<file path="src/rtl/serial_frame_pkg.sv">
// Shared definitions for the serial frame transmitter.
// A frame is 11 bits: start (0), data[7] down to data[0], odd parity, stop (1).
// The frame vector used by the transmitter holds bit b0 at index 0, so it is
// shifted out from the LSB end.
package serial_frame_pkg;

    localparam int unsigned FRAME_BITS = 11;
    localparam logic        START_BIT  = 1'b0;
    localparam logic        STOP_BIT   = 1'b1;

    typedef enum logic [1:0] {
        IDLE,
        BIT_LO,
        BIT_HI,
        GAP
    } tx_state_e;

    // Parity bit that makes the count of ones in data+parity odd.
    function automatic logic odd_parity(input logic [7:0] data);
        return ~^data;
    endfunction

    // Index 0 is the start bit; data goes out MSB first.
    function automatic logic [FRAME_BITS-1:0] build_frame(input logic [7:0] data);
        logic [FRAME_BITS-1:0] frame;
        frame[0] = START_BIT;
        for (int i = 0; i < 8; i++) begin
            frame[i+1] = data[7-i];
        end
        frame[9]  = odd_parity(data);
        frame[10] = STOP_BIT;
        return frame;
    endfunction

endpackage

</file>
<file path="src/rtl/serial_tx_fifo.sv">
// Synchronous byte queue placed in front of the frame transmitter.
// Ports:
//   clk, rst   clock, synchronous active-high reset (empties the queue)
//   push/wdata write one entry; ignored while full
//   pop/rdata  rdata shows the oldest entry; pop removes it; ignored while empty
//   full/empty occupancy flags from the registered count
//   full_next  full flag as it will be after the current edge
// DEPTH must be a power of two so the pointers wrap naturally.
module serial_tx_fifo #(
    parameter int unsigned DEPTH = 4,
    parameter int unsigned WIDTH = 8
) (
    input  logic             clk,
    input  logic             rst,
    input  logic             push,
    input  logic [WIDTH-1:0] wdata,
    input  logic             pop,
    output logic [WIDTH-1:0] rdata,
    output logic             full,
    output logic             empty,
    output logic             full_next
);

    localparam int unsigned AW = $clog2(DEPTH);
    localparam logic [AW:0] DEPTH_CNT = (AW + 1)'(DEPTH);

    logic [WIDTH-1:0] mem [DEPTH];
    logic [AW-1:0]    wptr_q, rptr_q;
    logic [AW:0]      count_q, count_d;
    logic             do_push, do_pop;

    assign full    = (count_q == DEPTH_CNT);
    assign empty   = (count_q == '0);
    assign do_push = push & ~full;
    assign do_pop  = pop & ~empty;
    assign rdata   = mem[rptr_q];

    always_comb begin
        count_d = count_q;
        if (do_push && !do_pop) begin
            count_d = count_q + (AW + 1)'(1);
        end else if (!do_push && do_pop) begin
            count_d = count_q - (AW + 1)'(1);
        end
    end

    assign full_next = (count_d == DEPTH_CNT);

    always_ff @(posedge clk) begin
        if (rst) begin
            wptr_q  <= '0;
            rptr_q  <= '0;
            count_q <= '0;
        end else begin
            count_q <= count_d;
            if (do_push) wptr_q <= wptr_q + AW'(1);
            if (do_pop)  rptr_q <= rptr_q + AW'(1);
        end
    end

    always_ff @(posedge clk) begin
        if (do_push) mem[wptr_q] <= wdata;
    end

endmodule

</file>
<file path="src/rtl/serial_frame_tx.sv">
// Host-side transmitter for the 11-bit serial frame (start, 8 data MSB first,
// odd parity, stop). Bytes arrive on a valid/ready handshake; SCLK is divided
// from CLK and SDATA changes together with the SCLK falling edge, so a receiver
// sampling on SCLK rising edges recovers the byte.
// Ports:
//   CLK, RST   clock, synchronous active-high reset
//   TX_DATA    byte to send, sampled at acceptance
//   TX_VALID   TX_DATA valid
//   TX_READY   a byte can be accepted this cycle
//   SCLK       serial clock, idle high
//   SDATA      serial data, idle high
//   BUSY       frame or inter-frame gap in progress
//   DONE       one-cycle pulse after the stop bit
// Build option: define TX_FIFO_EN to put a FIFO_DEPTH-entry byte queue in front
// of the frame FSM; TX_READY then means "queue not full".
// All outputs are registered from the FSM state, so the pins lag the state by
// one cycle; TX_READY is registered from the next state so it drops in the
// cycle right after acceptance.
module serial_frame_tx
    import serial_frame_pkg::*;
#(
    parameter int unsigned CLK_DIV    = 4,
    parameter int unsigned FRAME_GAP  = 2,
    parameter int unsigned FIFO_DEPTH = 4
) (
    input  logic       CLK,
    input  logic       RST,
    input  logic [7:0] TX_DATA,
    input  logic       TX_VALID,
    output logic       TX_READY,
    output logic       SCLK,
    output logic       SDATA,
    output logic       BUSY,
    output logic       DONE
);

    localparam int unsigned HALF_W  = (CLK_DIV > 1) ? $clog2(CLK_DIV) : 1;
    localparam int unsigned GAP_CYC = FRAME_GAP * 2 * CLK_DIV;
    localparam int unsigned GAP_W   = (GAP_CYC > 1) ? $clog2(GAP_CYC) : 1;
    localparam int unsigned BIT_W   = $clog2(FRAME_BITS);

    localparam logic [HALF_W-1:0] HALF_LAST = HALF_W'(CLK_DIV - 1);
    localparam logic [GAP_W-1:0]  GAP_LAST  = GAP_W'((GAP_CYC == 0) ? 0 : GAP_CYC - 1);
    localparam logic [BIT_W-1:0]  BIT_LAST  = BIT_W'(FRAME_BITS - 1);

    if (CLK_DIV < 1 || FIFO_DEPTH < 2 || (FIFO_DEPTH & (FIFO_DEPTH - 1)) != 0) begin : g_bad_cfg
        $error("serial_frame_tx: CLK_DIV must be >= 1, FIFO_DEPTH a power of two >= 2");
    end

    tx_state_e             state_q, state_d;
    logic [HALF_W-1:0]     half_q, half_d;
    logic [BIT_W-1:0]      bit_q, bit_d;
    logic [GAP_W-1:0]      gap_q, gap_d;
    logic [FRAME_BITS-1:0] frame_q, frame_d;
    logic                  end_q, end_d;

    logic sclk_q, sclk_d, sdata_q, sdata_d, busy_q, busy_d;
    logic done_q, done_d, ready_q, ready_d;

    logic       start;
    logic [7:0] start_data;

`ifdef TX_FIFO_EN
    logic       fifo_full, fifo_empty, fifo_full_next;
    logic [7:0] fifo_rdata;

    serial_tx_fifo #(
        .DEPTH (FIFO_DEPTH),
        .WIDTH (8)
    ) u_fifo (
        .clk       (CLK),
        .rst       (RST),
        .push      (TX_VALID & ready_q & ~fifo_full),
        .wdata     (TX_DATA),
        .pop       (start),
        .rdata     (fifo_rdata),
        .full      (fifo_full),
        .empty     (fifo_empty),
        .full_next (fifo_full_next)
    );

    assign start      = (state_q == IDLE) & ~fifo_empty;
    assign start_data = fifo_rdata;
`else
    assign start      = (state_q == IDLE) & TX_VALID & ready_q;
    assign start_data = TX_DATA;
`endif

    // State register and output registers.
    always_ff @(posedge CLK) begin
        if (RST) begin
            state_q <= IDLE;
            half_q  <= '0;
            bit_q   <= '0;
            gap_q   <= '0;
            frame_q <= '1;
            end_q   <= 1'b0;
            sclk_q  <= 1'b1;
            sdata_q <= 1'b1;
            busy_q  <= 1'b0;
            done_q  <= 1'b0;
            ready_q <= 1'b0;
        end else begin
            state_q <= state_d;
            half_q  <= half_d;
            bit_q   <= bit_d;
            gap_q   <= gap_d;
            frame_q <= frame_d;
            end_q   <= end_d;
            sclk_q  <= sclk_d;
            sdata_q <= sdata_d;
            busy_q  <= busy_d;
            done_q  <= done_d;
            ready_q <= ready_d;
        end
    end

    // Next-state logic.
    always_comb begin
        state_d = state_q;
        half_d  = half_q;
        bit_d   = bit_q;
        gap_d   = gap_q;
        frame_d = frame_q;
        end_d   = 1'b0;
        unique case (state_q)
            IDLE: begin
                if (start) begin
                    state_d = BIT_LO;
                    half_d  = '0;
                    bit_d   = '0;
                    frame_d = build_frame(start_data);
                end
            end
            BIT_LO: begin
                if (half_q == HALF_LAST) begin
                    half_d  = '0;
                    state_d = BIT_HI;
                end else begin
                    half_d = half_q + HALF_W'(1);
                end
            end
            BIT_HI: begin
                if (half_q == HALF_LAST) begin
                    half_d = '0;
                    if (bit_q == BIT_LAST) begin
                        end_d   = 1'b1;
                        gap_d   = '0;
                        state_d = (GAP_CYC > 0) ? GAP : IDLE;
                    end else begin
                        bit_d   = bit_q + BIT_W'(1);
                        frame_d = {STOP_BIT, frame_q[FRAME_BITS-1:1]};
                        state_d = BIT_LO;
                    end
                end else begin
                    half_d = half_q + HALF_W'(1);
                end
            end
            GAP: begin
                if (gap_q == GAP_LAST) begin
                    state_d = IDLE;
                end else begin
                    gap_d = gap_q + GAP_W'(1);
                end
            end
            default: state_d = IDLE;
        endcase
    end

    // Output logic; DONE follows the end-of-stop-bit flag by one cycle so it
    // lines up with the first GAP (or IDLE) cycle seen on the pins.
    always_comb begin
        sclk_d  = (state_q != BIT_LO);
        sdata_d = (state_q == BIT_LO || state_q == BIT_HI) ? frame_q[0] : 1'b1;
        busy_d  = (state_q != IDLE);
        done_d  = end_q;
`ifdef TX_FIFO_EN
        ready_d = ~fifo_full_next;
`else
        ready_d = (state_d == IDLE);
`endif
    end

    assign SCLK     = sclk_q;
    assign SDATA    = sdata_q;
    assign BUSY     = busy_q;
    assign DONE     = done_q;
    assign TX_READY = ready_q;

endmodule

</file>
<file path="config.mk">
export PLATFORM = sky130hd
export DESIGN_NAME = serial_frame_tx
export DESIGN_NICKNAME = d
export VERILOG_FILES = /design/src/rtl/serial_frame_pkg.sv /design/src/rtl/serial_tx_fifo.sv /design/src/rtl/serial_frame_tx.sv
export SDC_FILE = /design/constraint.sdc
export NUM_CORES = 1
export LEC_CHECK = 0
export ABC_AREA = 0
export ABC_CLOCK_PERIOD_IN_PS = 1700
export BUFFER_PORTS_ARGS = -buffer_cell sky130_fd_sc_hd__buf_2
export CAP_MARGIN = 20
export CORE_ASPECT_RATIO = 0.9
export CORE_MARGIN = 2
export CORE_UTILIZATION = 40
export DETAILED_ROUTE_END_ITERATION = 8
export PLACE_DENSITY = 0.61
export SYNTH_ARGS = -nofsm -noshare
export SYNTH_HDL_FRONTEND = slang
export SYNTH_SLANG_ARGS = --single-unit
</file>
<file path="constraint.sdc">
create_clock -name CLK -period 1.7 [get_ports CLK]
set_input_delay 0.17 -clock CLK [delete_from_list [all_inputs] [get_ports CLK]]
set_output_delay 0.17 -clock CLK [all_outputs]
set_load 0.01 [all_outputs]
</file>
; ---- Word level (Yosys, flattened, before mapping)
; Index checks and enable logic that the tools add are counted.
[op_classes]
addsub = 3
n_eq_ne = 12
n_mux = 22
bitwise_logic = 5
n_reduce_logical = 14
[ops]
columns = operator, n
row1 = $mux 11, 3
row2 = $mux 4, 6
row3 = $pmux 11 s2, 1
row4 = $pmux 4 s2, 2
row5 = $mux 2, 7
row6 = $ne 2x2->1 const B, 5
row7 = $add 4x1->4 const B, 2
row8 = $eq 4x4->1 const B, 2
row9 = $pmux 2 s4, 1
row10 = $reduce_and 4->1, 2
row11 = $reduce_bool 2->1, 4
row12 = $reduce_xnor 8->1, 1
row13 = $eq 2x2->1 const B, 3
row14 = $logic_not 2->1, 2
row15 = $pmux 2 s2, 1
row16 = $reduce_or 2->1, 2
row17 = $not 1->1, 3
row18 = $reduce_or 3->1, 1
row19 = $add 2x1->2 const B, 1
row20 = $and 1x1->1, 2
row21 = $eq 2x1->1 const B, 1
row22 = $ne 2x1->1 const B, 1
row23 = $reduce_and 2->1, 1
row24 = $logic_or 1x1->1, 1
row25 = $mux 1, 1
[totals]
reg_bits = 29
out_inout_bits = 5
word_cells = 67

; ---- Depth between registers and ports, before layout
; Gate-level depths: netlist (run 1).
[depth]
depth_word = 6
ltp_mapped = 8
ltp_nobuf = 6

; ---- Worst setup path after synthesis (run 1)
; OpenSTA, ideal clock, no wires.
[synth_path]
kind = flip-flop to flip-flop
from = reg state_q[0]
to = reg frame_q[3]
setup_ns = 0.120
t_arrival_ns = 1.740
setup_slack_ns = -0.159
stages_incl_launch_ff = 8
n_path_buf = 1
cell_sequence = dfxtp_1 -> inv_1 -> ha_1 -> and3_1 -> a21oi_1 -> clkbuf_1 -> nor3_1 -> a211o_1
[synth_between]
elab_chain_len = 5
word_cells_on_any_way = 10
cone_classes = eq/ne: 4 / mux: 1 / bitwise: 2 / reduce/logical: 3
[synth_lines]
columns = item, line_no
row1 = from (decl), serial_frame_tx.sv:50  ; tx_state_e state_q, state_d;
row2 = from (signal assigned), serial_frame_tx.sv:104  ; state_q <= state_d;
row3 = $logic_not 2->1, "serial_frame_tx.sv:85, serial_frame_tx.sv:126"
row4 = $and 1x1->1 (2 in a row), serial_frame_tx.sv:85  ; assign start = (state_q == IDLE) & TX_VALID & ready_q;
row5 = $ne 2x2->1 (no line), -
row6 = $reduce_and 4->1 (no line), -
row7 = to (signal assigned), serial_frame_tx.sv:108  ; frame_q <= frame_d;
row8 = to (decl), serial_frame_tx.sv:54  ; logic [FRAME_BITS-1:0] frame_q, frame_d;
; Several ways; a longest one is shown, not always the timed one.
; A chain may end at the register's enable or synchronous reset.

; ---- Worst setup path after layout (run 1)
[layout_path]
from = reg bit_q[0]
to = reg bit_q[2]
[layout_between]
elab_chain_len = 4
word_cells_on_any_way = 7
cone_classes = add/sub: 1 / eq/ne: 2 / mux: 3 / reduce/logical: 1
[layout_lines]
columns = item, line_no
row1 = from (decl), serial_frame_tx.sv:52  ; logic [BIT_W-1:0] bit_q, bit_d;
row2 = from (signal assigned), serial_frame_tx.sv:106  ; bit_q <= bit_d;
row3 = $add 4x1->4, serial_frame_tx.sv:151  ; bit_d = bit_q + BIT_W'(1);
row4 = $mux 4, serial_frame_tx.sv:146  ; if (bit_q == BIT_LAST) begin
row5 = $mux 4, serial_frame_tx.sv:144  ; if (half_q == HALF_LAST) begin
row6 = $pmux 4 s2, serial_frame_tx.sv:126  ; unique case (state_q)
; Several ways; a longest one is shown, not always the timed one. The select of a mux whose other input is x is not followed.

==> summary.txt, run 1 <==
Final Net Count - 218
drt initial violations - 67
delay-heaviest family, CP - simple AND/OR/NAND/NOR gates
Seq. cell area - 566 um2
cts hold-fix bufs - 0
Mapped Nets - 179
Setup crit end kind - register
Final WS setup - -0.0161 ns
Area Overhead vs Synth - 32.3%
compound-cell area share of the yosys netlist - 21.7%
number of diodes - 0
area of placed instances - 1770 um2
CTS Buffer Depth - 2
H-Tree Level Count - 1
gr ovfl total - 0
Yosys cell types - 43
Synth Instances - 158
largest family of logic cells by synthesized area - compound AO/OA/AOI/OAI gates
outcome - complete, but fails checks
root buf cell - clkbuf_8
Synth Flop Type - dfxtp_1
slowest CP cell - or4_4
worst hold path type - input pin to register
CP required - 1.90 ns
area of the multi-input gates - 945 um2
Die W - 67.9 um
Post-Synth Adder-Cell Area - 8.50%
RSZ-0062 raised after global routing - true
Reg clk slew, reported paths - 0.10 ns
Highest Clock Rate - 0.583 GHz
total track usage - 18.7%
P per Cell Area - 711 nW/um2
DR WL/cell - 14.4 um
share of layout cells above drive strength 1 - 38.3%
Startpoint Class - register
yosys warns - 0
Relative slew margins - 65.6%
first-pass GRT wire length - 5910 um
Pwr Total - 1380 uW
top post-synthesis cells by count - 28 x dfxtp_1, 10 x ha_1, 9 x inv_1, 9 x mux2i_1, 9 x nor3_1
Post-Route WL - 3460 um
initial core utilization - 42.6%
violated checks - setup timing
number of max-cap violations - 0
mapped cell area - 1470 um2
Static Leak - 0.000741 uW
vias in the first global route - 1335
Final Wtd Congestion - 0.882
clk_lat worst skew - 0.28 ns
post-synthesis simple-gate area fraction - 15.5%
CP max FO - 4
fin crit share - 101%
Sink Count - 28
share of the synthesized area in the top cell type - 38.1%
number of remaining DRC errors - 0
Vias - 1316
skew final - 0.00252 ns
WP buf/inv - 1
post-detail-place hpwl - 2370 um
Post-synth EDFFs - 0
I/O Buffers - 15
max incr delay on CP - 0.48 ns
cells along the critical path - inv_2, ha_2, and3b_2, o21a_4, or4_4, a211oi_2
Final Cell Area - 1950 um2
top post-synthesis cells by area - dfxtp_1 38%, ha_1 8.5%, mux2i_1 6.1%
Tmin final - 1.72 ns
Post-Synth XOR/XNOR Area - 4.17%
largest net degree at the start of global routing - 28
Core ar. - 3450 um2
Routed Antenna Nets - 0
io pins - 16
maximum VDD drop - 0.354 mV
Final Max Tran Viols - 0
TritonCTS clock tree - built
Final Util - 56.4%
count leader, synth - dfxtp_1
Slew @ Worst Pin - 0.516 ns
count of final setup violators - 1
cts bufs inserted - 3
die height - 61.5 um
asr flop ratio synth - 0%
critical path arrival - 1.92 ns
die area - 4180 um2
pre-CTS WS - -0.126 ns
DRT Pass-1 Iters - 4
multiplexer share of the synthesized area - 6.89%
cell taking the most area after synthesis - dfxtp_1
row count - 20
initial antenna violation count - 0
Via density - 5.48
Worst Setup Path Type - register to register
Seq/Total Area, Yosys - 38.1%
Avg Inst Size Synth - 9.31 um2
fillers - 313
Hold Fails Final Rpt - 0
#FFs+latches synth - 28
[worst min-delay path: stages]
cell and delay [ns]:
buf_2 0.10, mux2i_1 0.06, nor3_1 0.13, a211o_1 0.12
[metal layers]
metal,global-route usage (%),vias up,part of all wire (%)
li1,-,658,-
met1,21.6,620,43
met2,35.0,31,52
met3,4.02,7,3.7
met4,5.43,0,1.9
met5,0,-,0
[flip-flops by register name, indices dropped and copies added (netlist names), 2 cells and up]
signal and count:
frame_q 10, half_q 2, state_q 2, gap_q 4, bit_q 4
[stage by stage]
step	instances	hold slack (ns)	TNS [ns]
finish	240	0.312	-0.0161
global placement	234	0.419	-0.488
CTS	239	0.313	0
detailed placement	234	0.434	-0.616
floorplan	158	0.414	-0.0419
global route	240	0.348	-0.153
[final timing paths]
kind | start | endpoint | slack, ns | cells past startpoint
setup / recovery | bit_q[0]$_SDFFE_PP0P_ | bit_q[2]$_SDFFE_PP0P_ | -0.02 | 6
hold / removal | TX_DATA[4] | frame_q[4]$_SDFFE_PP1P_ | 0.31 | 4
setup reg to reg | bit_q[0]$_SDFFE_PP0P_ | bit_q[2]$_SDFFE_PP0P_ | -0.02 | 6
hold reg to reg | done_d$_SDFF_PP0_ | DONE$_SDFF_PP0_ | 0.45 | 1
[logic make-up after synthesis]
| group | Yosys count |
|---|---|
| AO/OA/AOI/OAI | 44 |
| XOR/XNOR | 7 |
| adder cells (fa/ha/maj) | 10 |
| buffers and inverters | 18 |
| flip-flops | 28 |
| multiplexers | 10 |
| AND/OR/NAND/NOR | 41 |
[report_power, final]
part           internal (uW)  leakage [uW]  switching [uW]  total [uW]
combinational            122      0.000482             125         247
clock                    208     0.0000288             219         427
sequential               690      0.000230            20.3         711
total                   1020      0.000741             365        1380
[repair_timing]
action                                  in CTS  in global routing
pin swaps                                    1                  6
endpoints found under the setup margin      14                 19
buffers inserted                             0                  1
gates cloned                                 1                  0
gates resized for setup                     16                 15
[layout by cell type, fill, tap and decap left out, types with 3 or more instances in the layout]
master | netlist | routed
nand3_1 | 4 | 3
dfxtp_1 | 28 | 24
dfxtp_2 | 0 | 4
clkbuf_8 | 0 | 4
nor3_1 | 9 | 9
buf_4 | 0 | 26
buf_2 | 1 | 15
a32oi_1 | 3 | 3
a21oi_1 | 8 | 7
xnor2_1 | 6 | 6
o21ai_0 | 7 | 4
nor2b_1 | 4 | 4
mux2i_1 | 9 | 9
nor2_1 | 7 | 7
nand2_1 | 4 | 4
ha_1 | 10 | 6
a211oi_2 | 0 | 3
a211o_1 | 8 | 8
inv_1 | 9 | 6
[area by class of cell]
class                   count  area share, %
clock buffers               4           2.83
inverters                   9           1.86
multi-input cells         113           48.5
flip-flops and latches     28           29.0
well taps                  44           2.83
repair buffers             42           14.9
Note: power is estimated with default switching activity, not from simulation.
==> inputs of run 2 (changes only) <==
BUFFER_PORTS_ARGS = -buffer_cell sky130_fd_sc_hd__buf_4   (was -buffer_cell sky130_fd_sc_hd__buf_2)
GPL_TIMING_DRIVEN = 0   (was default)
REMOVE_ABC_BUFFERS = 1   (was default)
==> summary.txt, run 2 (same netlist as run 1, synthesis figures left out) <==
outcome - complete, but fails checks
violated checks - setup timing
placed cells - 208 (-11%)
Final WS setup - -0.0535 ns (-0.0373 ns)
Final Util - 56.3% (-0.11 points)
H-Tree Level Count - 1 (unchanged)
Tmin final - 1.75 ns (+0.0373 ns)
max reg flops - 10 (unchanged)
clk_lat worst skew - 0.28 ns (about the same)
Top reg by flops - frame_q
Area Overhead vs Synth - 32.1%
Vias - 1302 (-1.1%)
Final Wtd Congestion - 0.837 (-5.1%)
drt initial violations - 58 (-13%)
cts bufs inserted - 3 (unchanged)
Relative slew margins - 78.3% (+13 points)
number of max-cap violations - 0 (unchanged)
TritonCTS clock tree - built
fin crit share - 103% (+2.2 points)
skew final - 0.00399 ns (+0.00147 ns)
DRT Pass-1 Iters - 4 (unchanged)
Hold Fails Final Rpt - 0 (unchanged)
slowest CP cell - a221o_1
vias in the first global route - 1216 (-8.9%)
Post-Route WL - 3720 um (+7.5%)
post-detail-place hpwl - 2090 um (-12%)
root buf cell - clkbuf_8
Static Leak - 0.000710 uW (-4.3%)
Die W - 67.9 um (unchanged)
pre-CTS WS - -0.926 ns (-0.801 ns)
critical path arrival - 1.93 ns (about the same)
gr ovfl total - 0 (unchanged)
Sink Count - 28 (unchanged)
P per Cell Area - 765 nW/um2 (+7.5%)
CP max FO - 5 (+1)
Pwr Total - 1490 uW (+7.3%)
final cell count without fillers - 230 (-4.2%)
Worst Setup Path Type - register to register
I/O Buffers - 15 (unchanged)
maximum VDD drop - 0.383 mV (+8.0%)
initial core utilization - 42.6% (unchanged)
worst hold path type - input pin to register
Core ar. - 3450 um2 (unchanged)
Final Net Count - 208 (-4.6%)
die area - 4180 um2 (unchanged)
total track usage - 18.0% (-0.78 points)
io pins - 16 (unchanged)
Reg clk slew, reported paths - 0.10 ns (about the same)
RSZ-0062 raised after global routing - true
Startpoint Class - register
first-pass GRT wire length - 5530 um (-6.5%)
Routed Antenna Nets - 0 (unchanged)
Via density - 5.66 (+3.2%)
share of layout cells above drive strength 1 - 37.1% (-1.2 points)
cells along the critical path - inv_2, ha_2, and3b_2, buf_4, o21ai_2, nand2_2, a221o_1
Setup crit end kind - register
count of final setup violators - 4 (+3)
number of remaining DRC errors - 0 (unchanged)
CP required - 1.88 ns (-0.02 ns)
initial antenna violation count - 0 (unchanged)
Final Max Tran Viols - 0 (unchanged)
number of diodes - 0 (unchanged)
cts hold-fix bufs - 0 (unchanged)
Largest regs - frame_q (10), bit_q (4), gap_q (4)
commonest cells after routing, fill and taps aside - 31 x buf_4, 22 x dfxtp_1, 9 x mux2i_1, 9 x nor3_1, 8 x a211o_1
row count - 20 (unchanged)
max incr delay on CP - 0.36 ns (-0.12 ns)
die height - 61.5 um (unchanged)
Highest Clock Rate - 0.570 GHz (-2.1%)
CTS Buffer Depth - 2 (unchanged)
Slew @ Worst Pin - 0.316 ns (-0.199 ns)
DR WL/cell - 16.2 um (+12%)
most common cell after layout, fill and taps aside - buf_4
largest net degree at the start of global routing - 28 (unchanged)
internal reg-to-reg setup slack - -0.05 ns (-0.04 ns)
[run 2: changes by cell type in the layout (fill, tap and decap cells not counted), sizes merged]
cell / delta
buf: -11
a21oi: +1
bufinv: +1
clkbuf: -1
clkinvlp: +1
inv: -1
[run 2: layout make-up]
class | instances | area [um2]
Inverter | 9 | 40.0
Fill cell | 313 | 1510
Clock buffer | 3 | 41.3
Tap cell | 44 | 55.1
Clock inverter | 1 | 30.0
Sequential cell | 28 | 568
Timing Repair Buffer | 31 | 233
Multi-Input combinational cell | 114 | 976
[run 2: per-layer routing]
layer | wire [um] | GRT usage [%]
met2 | 2080 | 33.3
met5 | 0 | 0
met3 | 131 | 4.02
met1 | 1450 | 20.0
met4 | 61 | 7.14
[run 2: stage by stage]
step	setup TNS, ns	cell area [um2]	hold slack [ns]
3_3_place_gp	-12.27	1600	0.424
4_1_cts	-0.0776	1810	0.252
3_5_place_dp	-13.04	1600	0.425
6_report	-0.147	1940	0.252
2_1_floorplan	-4.40	1430	0.237
5_1_grt	-0.790	1940	0.257
[run 2: power by group]
group	total (uW)	internal, uW	leakage [uW]	switching [uW]
clock network	531	316	0.0000357	215
registers	713	691	0.000231	22.9
logic	242	114	0.000443	128
total	1490	1120	0.000710	366
[run 2: critical path: cells and delay by family (launching register included)]
kind            cells  cell delay, ns
flops               1            0.35
simple gates        2            0.39
compound gates      2            0.58
buf+inv             2            0.18
fa+ha+maj           1            0.15
[run 2: final timing paths]
path,start,endpoint,cells past startpoint
worst max register to register,bit_q[0]$_SDFFE_PP0P_,frame_q[0]$_SDFFE_PP1P_,7
worst min register to register,done_d$_SDFF_PP0_,DONE$_SDFF_PP0_,1
worst min-delay path,RST,half_q[0]$_SDFFE_PP0P_,2
worst max-delay path,bit_q[0]$_SDFFE_PP0P_,frame_q[0]$_SDFFE_PP1P_,7
[run 2: timing repair]
item | CTS | global route
gates resized for setup | 27 | 15
pin swaps | 4 | 7
gates cloned | 1 | 1
buffers inserted | 7 | 9
setup endpoints to repair | 22 | 15
endpoints found under the hold margin | 0 | 0
==> inputs of run 3 (changes only) <==
BUFFER_PORTS_ARGS = default   (was -buffer_cell sky130_fd_sc_hd__buf_4)
DONT_BUFFER_PORTS = 1   (was default)
PLACE_DENSITY = 0.57   (was 0.61)
==> summary.txt, run 3 (same netlist as run 1, synthesis figures left out) <==
Final Max Tran Viols - 0 (unchanged)
vias in the first global route - 1213 (-0.25%)
number of remaining DRC errors - 0 (unchanged)
first-pass GRT wire length - 5420 um (-2.0%)
CP max FO - 5 (unchanged)
area of the multi-input gates - 966 um2 (-1.0%)
commonest cells after routing, fill and taps aside - 24 x dfxtp_1, 18 x buf_4, 9 x mux2i_1, 9 x nor3_1, 8 x a211o_1
number of max-cap violations - 0 (unchanged)
Critical R2R Launch - bit_q[0]$_SDFFE_PP0P_
routed length on met3 - 137 um (+4.6%)
Worst Setup Path Type - register to register
cells along the critical path - inv_2, ha_4, and3b_2, o21ai_0, nand2_2, buf_2, a211o_1
max reg flops - 10 (unchanged)
share of layout cells above drive strength 1 - 29.0% (-8.1 points)
Hold Crit Depth - 1 (-1)
Setup crit end kind - register
initial antenna violation count - 0 (unchanged)
Final Cell Area - 1860 um2 (-4.2%)
RSZ-0062 raised after global routing - true
Die W - 67.9 um (unchanged)
Startpoint Class - register
Routed Antenna Nets - 0 (unchanged)
initial core utilization - 42.6% (unchanged)
Static Leak - 0.000652 uW (-8.2%)
worst hold path type - input pin to register
max layer used - met4
TritonCTS clock tree - built
clk_lat worst skew - 0.27 ns (about the same)
violated checks - hold timing, setup timing
Largest regs - frame_q (10), bit_q (4), gap_q (4)
Final Net Count - 198 (-4.8%)
Pwr Total - 1330 uW (-11%)
DR WL/cell - 15.8 um (-2.5%)
max incr delay on CP - 0.35 ns (about the same)
Final WS setup - -0.0924 ns (-0.0389 ns)
Worst Hold Path EP - bit_q[1]$_SDFFE_PP0P_
CTS Buffer Depth - 2 (unchanged)
critical path arrival - 1.96 ns (+0.03 ns)
CP required - 1.87 ns (about the same)
Relative slew margins - 78.1% (-0.24 points)
Core ar. - 3450 um2 (unchanged)
Hold Fails Final Rpt - 19 (+19)
Vias - 1267 (-2.7%)
die height - 61.5 um (unchanged)
Final Wtd Congestion - 0.783 (-6.4%)
Post-Route WL - 3470 um (-6.8%)
post-detail-place hpwl - 1950 um (-6.7%)
outcome - complete, but fails checks
fillers - 312 (-0.32%)
internal reg-to-reg setup slack - -0.09 ns (-0.04 ns)
Via density - 5.76 (+1.7%)
routed wl met2 - 1690 um (-19%)
delay-heaviest family, CP - compound AO/OA/AOI/OAI gates
FF-to-FF End - frame_q[6]$_SDFFE_PP1P_
hold wc startpoint - RST
area of placed instances - 1480 um2 (-7.1%)
io pins - 16 (unchanged)
final setup TNS - -0.689 ns (-0.542 ns)
WP buf/inv - 2 (unchanged)
cts hold-fix bufs - 2 (+2)
number of diodes - 0 (unchanged)
Top reg by flops - frame_q
P per Cell Area - 713 nW/um2 (-6.8%)
Slew @ Worst Pin - 0.320 ns (+0.00357 ns)
Area Overhead vs Synth - 26.4%
row count - 20 (unchanged)
Reg2Reg Depth - 7 (unchanged)
Sink Count - 28 (unchanged)
Highest Clock Rate - 0.558 GHz (-2.2%)
cts bufs inserted - 3 (unchanged)
Tmin final - 1.79 ns (+0.0389 ns)
Fin Hold WS - -0.0540 ns (-0.306 ns)
maximum VDD drop - 0.588 mV (+54%)
H-Tree Level Count - 1 (unchanged)
DRT Pass-1 Iters - 4 (unchanged)
Seq. cell area - 571 um2 (+0.44%)
slowest CP cell - dfxtp_2
total track usage - 16.9% (-1.1 points)
count of final setup violators - 11 (+7)
root buf cell - clkbuf_8
fin crit share - 105% (+2.3 points)
M1 WL - 1630 um (+13%)
most common cell after layout, fill and taps aside - dfxtp_1
largest net degree at the start of global routing - 28 (unchanged)
die area - 4180 um2 (unchanged)
gr ovfl total - 0 (unchanged)
skew final - 0.00308 ns (-0.000907 ns)
Reg clk slew, reported paths - 0.09 ns (about the same)
drt initial violations - 49 (-16%)
I/O Buffers - 0 (-15)
[run 3: cell count changes in the layout (fill, tap and decap cells not counted), moves of 2 or more]
cell,before,now
inv_2,2,4
o21ai_2,2,0
dfxtp_2,6,2
dlygate4sd3_1,0,2
dfxtp_4,0,2
buf_4,31,18
dfxtp_1,22,24
[run 3: final cells by class]
cell class	instances	share of cell area, %
flip-flops and latches	28	30.7
clock buffers	4	2.96
repair buffers	22	9.68
inverters	9	1.82
multi-input cells	113	51.9
well taps	44	2.96
[run 3: what timing repair did]
action	CTS	global route
gates resized for setup	22	13
hold endpoints to repair	23	21
gates cloned	0	1
buffers inserted	10	10
pin swaps	8	7
setup endpoints to repair	22	15
[run 3: worst max-delay path by stage]
stage                          startpoint                       to  slack, ns  cells past startpoint
floorplan           state_q[0]$_SDFF_PP0_    bit_q[3]$_SDFFE_PP0P_      -0.49                      5
global placement    state_q[0]$_SDFF_PP0_    bit_q[3]$_SDFFE_PP0P_      -0.86                      5
detailed placement  state_q[0]$_SDFF_PP0_    bit_q[3]$_SDFFE_PP0P_      -0.90                      5
CTS                 bit_q[0]$_SDFFE_PP0P_    bit_q[2]$_SDFFE_PP0P_      -0.03                      6
global route        bit_q[0]$_SDFFE_PP0P_    bit_q[2]$_SDFFE_PP0P_      -0.11                      6
finish              bit_q[0]$_SDFFE_PP0P_  frame_q[6]$_SDFFE_PP1P_      -0.09                      7
[run 3: report_power, final]
group	switching, uW	leakage, uW	internal, uW
Combinational	100	0.000392	104
Clock	202	0.0000288	207
Sequential	25.9	0.000231	687
[run 3: metal layers]
layer / vias to the layer above / global-route usage [%]
li1: 623 / -
met1: 612 / 21.0
met2: 29 / 29.5
met3: 3 / 4.57
met4: 0 / 3.14
met5: - / 0
[run 3: stage by stage]
step                util (%)  setup slack (ns)  cells  hold WS [ns]
floorplan                  -            -0.488    149         0.237
global placement        43.0            -0.863    193         0.244
detailed placement      43.0            -0.902    193         0.242
CTS                     49.8           -0.0336    209       -0.0603
global route            53.9            -0.113    220       -0.0711
finish                  53.9           -0.0924    220       -0.0540
